--- src/rtl/regfile_wb_arbiter.sv ---
// Register-file write-port arbiter: the WB stage has priority over one long-latency unit.
// It also keeps a busy scoreboard for hazard checks and stalls WB once when the LU is starved.
module regfile_wb_arbiter #(
    parameter int XLEN         = 32,
    parameter int NREG         = 32,
    parameter int AW           = 5,
    parameter int STARVE_LIMIT = 4
) (
    input  logic            clk,
    input  logic            reset,
    input  logic            pipe_we,
    input  logic [AW-1:0]   pipe_rd,
    input  logic [XLEN-1:0] pipe_wd,
    input  logic            lu_valid,
    input  logic [AW-1:0]   lu_rd,
    input  logic [XLEN-1:0] lu_wd,
    output logic            lu_ready,
    input  logic            issue_valid,
    input  logic [AW-1:0]   issue_rd,
    output logic            issue_ok,
    input  logic [AW-1:0]   chk_a1,
    input  logic [AW-1:0]   chk_a2,
    input  logic [AW-1:0]   chk_rd,
    output logic            hz1,
    output logic            hz2,
    output logic            hzd,
    output logic            stall_pipe,
    output logic            rf_we,
    output logic [AW-1:0]   rf_a3,
    output logic [XLEN-1:0] rf_wd,
    output logic [NREG-1:0] busy_vec,
    output logic            err
);
    localparam int CW = $clog2(STARVE_LIMIT + 1);
    localparam logic [CW-1:0] LIM    = CW'(STARVE_LIMIT);
    localparam logic [CW-1:0] LIM_M1 = CW'(STARVE_LIMIT - 1);

    logic [NREG-1:0] busy_q, busy_d;
    logic [CW-1:0]   starve_q, starve_d;
    logic            stall_q, stall_d;
    logic            err_q, err_d;
    logic            pw, grant, denied;

    // Write-port arbitration; the outputs stay combinational so the negedge RF write lands this cycle
    always_comb begin
        pw       = pipe_we && (pipe_rd != '0) && !stall_q;
        lu_ready = !reset && !pw;
        grant    = lu_valid && lu_ready;
        denied   = lu_valid && !lu_ready;
        rf_we    = 1'b0;
        rf_a3    = '0;
        rf_wd    = '0;
        if (!reset) begin
            if (pw) begin
                rf_we = 1'b1;
                rf_a3 = pipe_rd;
                rf_wd = pipe_wd;
            end else if (lu_valid) begin
                rf_we = (lu_rd != '0);
                rf_a3 = lu_rd;
                rf_wd = lu_wd;
            end
        end
    end

    always_comb begin
        busy_d = busy_q;
        if (grant && (lu_rd != '0))
            busy_d[lu_rd] = 1'b0;
        // The set is applied after the clear, so an issue wins over a same-cycle retire
        if (issue_valid && (issue_rd != '0))
            busy_d[issue_rd] = 1'b1;
        busy_d[0] = 1'b0;

        if (denied)
            starve_d = (starve_q == LIM) ? LIM : starve_q + CW'(1);
        else
            starve_d = '0;

        if (denied && (starve_q == LIM_M1))
            stall_d = 1'b1;
        else if (grant)
            stall_d = 1'b0;
        else
            stall_d = stall_q;

        err_d = err_q;
        if (issue_valid && (issue_rd != '0) && busy_q[issue_rd])
            err_d = 1'b1;
        if (pipe_we && (pipe_rd != '0) && (busy_q[pipe_rd] || stall_q))
            err_d = 1'b1;
    end

    always_ff @(posedge clk) begin
        if (reset) begin
            busy_q   <= '0;
            starve_q <= '0;
            stall_q  <= 1'b0;
            err_q    <= 1'b0;
        end else begin
            busy_q   <= busy_d;
            starve_q <= starve_d;
            stall_q  <= stall_d;
            err_q    <= err_d;
        end
    end

    always_comb begin
        issue_ok   = !busy_q[issue_rd];
        hz1        = (chk_a1 != '0) && busy_q[chk_a1];
        hz2        = (chk_a2 != '0) && busy_q[chk_a2];
        hzd        = (chk_rd != '0) && busy_q[chk_rd];
        stall_pipe = stall_q;
        err        = err_q;
        busy_vec   = busy_q;
    end
endmodule
--- config.mk ---
export PLATFORM = sky130hd
export DESIGN_NAME = regfile_wb_arbiter
export DESIGN_NICKNAME = d
export VERILOG_FILES = /design/src/rtl/regfile_wb_arbiter.sv
export SDC_FILE = /design/constraint.sdc
export NUM_CORES = 1
export LEC_CHECK = 0
export ABC_AREA = 0
export CAP_MARGIN = 20
export CORE_UTILIZATION = 37
export DETAILED_ROUTE_END_ITERATION = 10
export GPL_TIMING_DRIVEN = 0
export PLACE_DENSITY = 0.88
export SYNTH_ARGS = -nofsm -noshare
export SYNTH_HDL_FRONTEND = slang
export SYNTH_SLANG_ARGS = --single-unit
--- constraint.sdc ---
create_clock -name clk -period 2.9 [get_ports clk]
set_input_delay 0.58 -clock clk [delete_from_list [all_inputs] [get_ports clk]]
set_output_delay 0.58 -clock clk [all_outputs]
set_load 0.02 [all_outputs]
==> impl_metrics.csv <==
group,metric,value,unit
sta,clock.fmax,348,MHz
power,power.density,269,nW/µm²
critical_path,timing.rr.start,"stall_pipe",
clock_network,tritoncts,"built",
critical_path,ff2ff_setup_slack,0.97,ns
sta,fin_crit_sh,99.2,%
floorplanning,die_y,97.1,µm
synthesis,ys_warn_count,0,
critical_path,r2r_end,"busy_vec[4]",
synthesis,yosysUniqueCellTypes,49,
floorplanning,ios,176,
power,p_leak,1.92,nW
final_layout,n_antenna_cell,0,
final_layout,finalNetCount,618,
synthesis,ys_ff_latch,36,
sta,setup_viol,0,
clock_network,cts_inserted_buffers,5,
synthesis,synth-main-ff-cell,"dfxtp_1",
floorplanning,num_rows,34,
routing,drc_errors,0,
global_route,grt_first_pass_wirelength,21.2,mm
floorplanning,initial_core_util,38.4,%
synthesis,syn_avg_cell_area,9.81,µm²
global_route,grt_max_degree,12,
placement,dp_hpwl,10.8,mm
routing,wl_per_cell,22.0,µm
sta,finalHoldViolCount,0,
sta,slew_violations,0,
synthesis,synthesis.nets,443,
placement,dp_cells,612,
clock_network,cts_hold_buf,0,
clock_network,cts.sinks,36,
global_route,overflow,0,
hold_path,min_path_type,"register to register",
outcome,status,"completed",
critical_path,path_class,"input pin to primary output",
floorplanning,dieArea,9420,µm²
global_route,antenna_found_initial,0,
final_layout,drive_gt1_share,26.3,%
clock_network,cts_max_path_buffers,2,
synthesis,syn_area,3340,µm²
synthesis,syn_inst,341,
global_route,grt_pass1_vias,3906,
clock_network,htreeDepth,2,
critical_path,worstPathArrival,2.30,ns
placement,io_buffers,163,
clock_network,cts-root-buf,"clkbuf_8",
floorplanning,die_x,97.1,µm
routing,first_iter_violations,431,
critical_path,critPathLaunchType,"input pin",
synthesis,synth_largest_area_cell,"mux4_2",
clock_network,path_clk_slew,0.07,ns
critical_path,crit_fanout,10,
power,vdd_drop_max,166,µV
synthesis,synth_area_leaders,"mux4_2, dfxtp_1, a22o_1",
routing,vias,4009,
critical_path,max_stage_delay,0.50,ns
synthesis,synth_edf_count,0,
synthesis,synth_top_area_share,26.3,%
routing,ant_nets,0,
clock_network,worstSkewPairLatency,0.29,ns
synthesis,ys_async_sr_fraction,0,%
critical_path,required,2.32,ns
global_route,grtUsageMet2,50.7,%
final_layout,multi_input_area,2470,µm²
hold_path,hp-start,"starve_q[0]",
placement,globalplace.congestion,0.932,
floorplanning,coreArea,8720,µm²
critical_path,cp_top_family,"buffers and inverters",
sta,timing.hold.ws,0.467,ns
critical_path,end_kind,"primary output",
global_route,grt_use_met1,34.7,%
routing,finalWirelength,13.8,mm
sta,rsz0062_at_grt,"yes",
critical_path,path_buf_inv,3,
final_layout,final_util,59.4,%
run,max_cap_viol_count,0,
hold_path,min_to,"starve_q[0]",
global_route,gr-usage-met3,5.76,%
global_route,track_usage,28.8,%
critical_path,worstPathCellList,"clkdlybuf4s50_1 > buf_4 > mux4_2 > mux2i_1 > a22oi_1 > nand2_1 > clkdlybuf4s15_2",
final_layout,fin_cells,625,
final_layout,final-seq-area,721,µm²
routing,via_per_inst,6.41,
final_layout,area.growth.synth_to_final,54.8,%
critical_path,r2r_cells,7,
final_layout,fill_cells,766,
sta,timing.setup.tns,0,ns
global_route,grt_busiest_layer,"met2",
sta,fin_skew,0.00573,ns
sta,fin_crit,2.88,ns
critical_path,critPathSlowestCell,"clkdlybuf4s50_1",
hold_path,worstHoldPathCells,1,
routing,drt_pass1_iterations,5,
synthesis,ys_seq_area_share,21.5,%
## sequential cells by signal, indices dropped and copies added, names as in the netlist
register	flops
stall_pipe	1
busy_vec	31
err	1
starve_q	3
## per-stage QoR
step                instance area (µm²)  power (mW)  worst slack, ns
global route                       5180        1.45          -0.0155
floorplan                          3340       0.762          0.00508
detailed placement                 5110        1.04           -0.941
CTS                                5190        1.39         0.000825
global placement                   5110        1.03           -0.923
finish                             5180        1.40           0.0237
## synthesized netlist by cell type, types with 6 or more instances
master / count
o21ai_0: 24
clkbuf_1: 20
a22o_1: 33
mux2i_1: 8
nand2_1: 28
mux2_2: 8
nand3_1: 12
o211ai_1: 20
dfxtp_1: 36
a21oi_1: 6
nor2_1: 9
nor2b_1: 11
buf_2: 7
inv_1: 11
mux4_2: 39
a32o_1: 6
## layout make-up
class	instances	area share [%]
clock inverters	2	0.193
repair buffers	168	28.9
multi-input cells	263	47.6
inverters	11	0.797
flip-flops and latches	36	13.9
clock buffers	6	1.59
well taps	108	2.61
plain buffers	31	4.32
## per-layer routing
metal	wire length [µm]	vias to the layer above
met5	0	-
met4	589	0
met3	1530	67
met2	7010	347
met1	4640	1872
li1	-	1723
## kinds of logic (layout without fill, tap and decap cells)
kind of cell	Yosys count	after routing	share of synthesized area [%]
adders and majority gates	3	3	1.12
and+or+nand+nor	92	93	15.3
DFF	36	36	21.5
AOI/OAI and AO/OA	111	111	25.0
buffers and inverters	43	218	5.65
other	1	1	0.112
muxes	55	55	31.4
## where the power goes
group	total [mW]	switching [mW]	internal (mW)
Sequential	0.518	0.0157	0.502
Combinational	0.504	0.247	0.256
Clock	0.374	0.184	0.190
Total	1.40	0.448	0.948
## cell usage in the layout (no fill, tap or decap), drive strengths merged, types with 3 or more instances in the layout
cell type      netlist  layout
mux2                 8       8
nand3               12      12
nand4                4       4
nand2               28      28
o21ai               25      25
a21oi                6       6
o32ai                4       4
clkdlybuf4s50        0     111
a32o                 6       6
nor2b               11      11
and2                 6       6
dlygate4sd2          0       4
nand2b               4       4
nor3                 3       3
inv                 11      11
nor2                10      11
nor4                 3       3
a22o                33      33
o211ai              21      21
mux4                39      39
ha                   3       3
clkdlybuf4s15        0       6
clkbuf              20      32
dfxtp               36      36
mux2i                8       8
buf                 12      52
a2111oi              4       4
## worst max-delay path by stage
stage | from | to | slack (ns) | cells after the start
2_1_floorplan | chk_a1[0] | hz1 | 0.005 | 4
3_3_place_gp | pipe_rd[2] | rf_wd[20] | -0.92 | 8
4_1_cts | chk_a2[0] | hz2 | 0.0008 | 5
5_1_grt | pipe_rd[2] | rf_wd[14] | -0.02 | 7
6_report | issue_rd[4] | issue_ok | 0.02 | 7
3_5_place_dp | pipe_rd[2] | rf_wd[24] | -0.94 | 8
## timing repair
action                                  CTS  global route
pin swaps                                 4             4
gates resized for setup                 218            28
hold endpoints to repair                  0             0
endpoints found under the setup margin   43            42
gates cloned                              4             0
buffers inserted                          2             0
(Power assumes the default switching activity.)
==> RTL change 1: new RTL, same flow settings <==
Put a register stage on the output `err`, with the module's reset. The value now appears one clock later. The other outputs are not delayed to match.
--- a/src/rtl/regfile_wb_arbiter.sv
+++ b/src/rtl/regfile_wb_arbiter.sv
@@ -34,6 +34,8 @@
     localparam int CW = $clog2(STARVE_LIMIT + 1);
     localparam logic [CW-1:0] LIM    = CW'(STARVE_LIMIT);
     localparam logic [CW-1:0] LIM_M1 = CW'(STARVE_LIMIT - 1);
+
+    logic err_c;
 
     logic [NREG-1:0] busy_q, busy_d;
     logic [CW-1:0]   starve_q, starve_d;
@@ -111,7 +113,15 @@
         hz2        = (chk_a2 != '0) && busy_q[chk_a2];
         hzd        = (chk_rd != '0) && busy_q[chk_rd];
         stall_pipe = stall_q;
-        err        = err_q;
+        err_c      = err_q;
         busy_vec   = busy_q;
     end
+    always_ff @(posedge clk) begin
+        if (reset) begin
+            err <= '0;
+        end else begin
+            err <= err_c;
+        end
+    end
+
 endmodule
Function: changed (a bounded check fails within 4 cycles, from zero or initial values and one cycle with reset high).
==> RTL change 1 against the original RTL <==
Routed wire length is 0.59% higher. Total power up 14%. Sequential cell count rose by 1. Synthesized cell count shrank 1.2%. Worst setup slack lost 0.0065 ns. Critical endpoint is now rf_wd[5]. Design area increased by 4.0%. Synthesized area down 0.60%. Non-clock buffer count increased by 3.
==> RTL change 1: results (changes against the original RTL) <==
- The via-per-instance ratio came to 6.298 (-1.8%).
- The power of the combinational group is 521 µW (+3%).
- The highest ir drop seen on vdd came to 0.1975 mV (+19%).
- The number of search-and-repair iterations in the first detailed-routing pass is 6 (+1).
- Ranked by instance count, the synthesized netlist is headed by dfxtp_1 (37), mux4_2 (36), a22o_1 (33).
- The number of buffers added on ports was 165 (+1.2%).
- The arithmetic-cell share of the synthesized area counting full adders, half adders and majority gates is 1.129% (+0.0068 points).
- The aggregate routed wire length came to 13.85 mm (+0.59%).
- The proportion of synthesized area in mux cells was 31.84% (+0.49 points).
- The worst setup skew after layout was 0.004214 ns (-0.001519 ns).
- The longest individual stage delay on the worst path is 0.56 ns (+0.06 ns).
- The run finished with clean final reports.
- The final-layout fill cell count is 694 (-9.4%).
- The count of routing violations after the opening detailed-route iteration is 288 (-33%).
- The wire length on met1 is 4.871 mm (+5.0%).
- The total internal power is 1131 µW (+19%).
- The total number of nets in the final design was 621 (+0.49%).
- The portion of the post-synthesis area used by sequential elements is 22.28% (+0.73 points).
- The detailed-routed wire length on met3 is 1.286 mm (-16%).
- The count of different cell masters after synthesis is 51 (+4.1%).
- The reported clock group power is 537 µW (+44%).
- The detailed route wirelength on metal2 came to 7.197 mm (+2.7%).
- The HPWL after detailed placement is 10.64 mm (-1.1%).
- By area the synthesized netlist is led by mux4_2 (24%), dfxtp_1 (22%), a22o_1 (8.7%).
- The met3 global-route usage was 5.491% (-0.26 points).
- The worst setup slack after placement is -1.325 ns (-0.3843 ns).
- The number of global-route vias before repair is 3972 (+1.7%).
- On the critical path, the stage with the largest delay is an instance of or4_4.
==> RTL change 1: logic make-up (layout without fill, tap and decap cells) <==
kind of cell	Yosys count	in the layout
other cells	1	1
compound gates	114	114
flops	37	37
simple gates	91	91
fa+ha+maj	3	3
mux	55	55
buf+inv	36	219
==> RTL change 1: per-stage QoR <==
step / total power, µW / hold WS (ns) / instances / util [%]
after floorplan: 772.6 / 0.4556 / 337 / -
after global placement: 1041 / 0.4744 / 610 / 58.61
after detailed placement: 1050 / 0.4853 / 610 / 58.61
after CTS: 1577 / 0.4993 / 625 / 61.28
after global routing: 1638 / 0.5178 / 628 / 61.76
final: 1591 / 0.4974 / 628 / 61.76
==> RTL change 1: worst paths after layout <==
path / from / to / slack, ns / cells after the start
setup / recovery: pipe_rd[4] / rf_wd[5] / 0.02 / 8
hold / removal: err_c$_SDFFE_PP0P_ / err$_SDFF_PP0_ / 0.50 / 1
setup reg to reg: stall_pipe$_SDFFE_PP0P_ / busy_vec[7]$_SDFF_PP0_ / 1.06 / 7
hold reg to reg: err_c$_SDFFE_PP0P_ / err$_SDFF_PP0_ / 0.50 / 1
==> RTL change 1: what timing repair did <==
item | in CTS | in global routing
buffers inserted | 5 | 4
pin swaps | 8 | 7
gates resized for setup | 213 | 40
gates cloned | 2 | 0
setup endpoints to repair | 43 | 42
==> RTL change 1: final cells by class <==
class	count	area (µm²)	share of cell area, %
multi-input cells	264	2465	45.76
repair buffers	176	1654	30.71
flip-flops and latches	37	740.7	13.75
plain buffers	26	219.0	4.065
well taps	108	135.1	2.509
clock buffers	5	68.82	1.278
clock inverters	3	65.06	1.208
inverters	9	38.79	0.7201
==> RTL change 2: new RTL, same settings <==
Made on the original files. `AW`: 5 -> 6.
--- a/src/rtl/regfile_wb_arbiter.sv
+++ b/src/rtl/regfile_wb_arbiter.sv
@@ -3,7 +3,7 @@
 module regfile_wb_arbiter #(
     parameter int XLEN         = 32,
     parameter int NREG         = 32,
-    parameter int AW           = 5,
+    parameter int AW           = 6,
     parameter int STARVE_LIMIT = 4
 ) (
     input  logic            clk,
Ports: changed (7 resized); port bits go from 176 to 183. No check against the original RTL was run, so the function may have changed too.
==> RTL change 2 against the original RTL <==
First-iteration DRC count fell by 3.7%. Design area up 4.6%. Worst setup slack gained 0.023 ns. Critical path depth decreased by 3. Non-clock buffer count is 8 higher. Maximum frequency increased by 0.79%. Routed wire length rose by 2.7%. Sequential cell count unchanged. Register-to-register slack lost 0.27 ns. Via count fell by 0.32%. Synthesized area grew 0.26%. Total power rose by 3.1%. Critical path type is now reg2out. Highest routed layer unchanged.
==> RTL change 2: results (changes against the original RTL) <==
- The run finished with clean final reports.
- The end point of the critical path is hzd.
- The met3 global-route usage was 3.813% (-1.9 points).
- The detailed route wirelength on metal2 is 6.653 mm (-5.1%).
- The highest ir drop seen on vdd was 0.1755 mV (+5.9%).
- The depth of the worst register-to-register path is 6 (-1).
- The flip-flop and latch share of the layout cell area is 13.35% (-0.57 points).
- The HPWL after detailed placement is 11.03 mm (+2.6%).
- The cell area reported after detailed placement came to 5190 µm² (+1.5%).
- The count of different cell masters after synthesis is 42 (-14%).
- The area of combinational cells with multiple inputs came to 2524 µm² (+2.3%).
- The arithmetic-cell share of the synthesized area counting full adders, half adders and majority gates is 1.119% (-0.0029 points).
- The critical path arrival is 2.27 ns (-0.03 ns).
- The instance count after placement with tap cells included is 640 (+4.6%).
- The total internal power is 1009 µW (+6.5%).
- The sequential cell fraction of total power is 35.3% (-1.8 points).
- The count of routing violations after the opening detailed-route iteration was 415 (-3.7%).
- The routability congestion estimate from global placement is 0.9550 (+2.5%).
- The final sequential cell count came to 36 (unchanged).
- The via-per-instance ratio is 6.073 (-5.3%).
- The worst flop-to-flop path endpoint is err$_SDFFE_PP0P_.
- The reported clock group power came to 444 µW (+19%).
- The number of buffers added on ports is 169 (+3.7%).
- The portion of the post-synthesis area used by sequential elements is 21.49% (-0.056 points).
- The count of multi-input combinational gates is 292 (+11%).
- The number of global-route vias before repair is 3918 (+0.31%).
- The final standard cell utilization of the core was 61.82% (+2.4 points).
- The largest net degree at the start of global routing came to 13 (+1).
- The commonest cells after synthesis are o21ai_0 (50), dfxtp_1 (36), a22o_1 (35).
- The total global-route track usage came to 29.14% (+0.33 points).
- The proportion of synthesized area in mux cells is 30.22% (-1.1 points).
- The share of the synthesized area in compound gates (AO/OA/AOI/OAI) is 24.59% (-0.36 points).
- The final hold slack came to 0.4714 ns (+0.004088 ns).
- The number of clock buffers in the layout is 5 (-1).
- The fraction of layout instances using a drive strength above 1 is 24.91% (-1.4 points).
- Sorting the synthesized cells by area gives the leading types as mux4_2 (22%), dfxtp_1 (21%), a22o_1 (9.1%).
- The synthesized instance count came to 361 (+5.9%).
- The leakage power is 0.002010 µW (+4.9%).
- The final critical delay including setup and external delays is 2.854 ns (-0.02250 ns).
- The net count after synthesis is 469 (+5.9%).
- The wire length on met1 is 5.919 mm (+28%).
- The non-clock buffer contribution to total cell area is 35.03% (+1.8 points).
## RTL change 2: changes by cell type in the layout (fill, tap and decap cells not counted), moves of 6 or more
| cell | change |
|---|---|
| clkbuf_1 | -6 |
| o21ai_0 | +26 |
| a32o_1 | -6 |
| o211ai_1 | -20 |
| dlygate4sd2_1 | +6 |
| mux2i_1 | +10 |
| nor2b_1 | +10 |
| a21oi_1 | +17 |
| mux4_2 | -6 |
| clkbuf_2 | -8 |
| clkdlybuf4s15_2 | +16 |
| nand2b_1 | +6 |
## RTL change 2: repair_timing
action / 4_1_cts / 5_1_grt
endpoints found under the setup margin: 44 / 28
pin swaps: 3 / 2
endpoints found under the hold margin: 0 / 0
buffers inserted: 7 / 3
gates resized for setup: 183 / 18
## RTL change 2: critical path: stages (launching register included)
cell	delay [ns]
dfxtp_1	0.43
mux4_2	0.51
mux4_2	0.49
mux2_2	0.27
clkdlybuf4s15_1	0.28
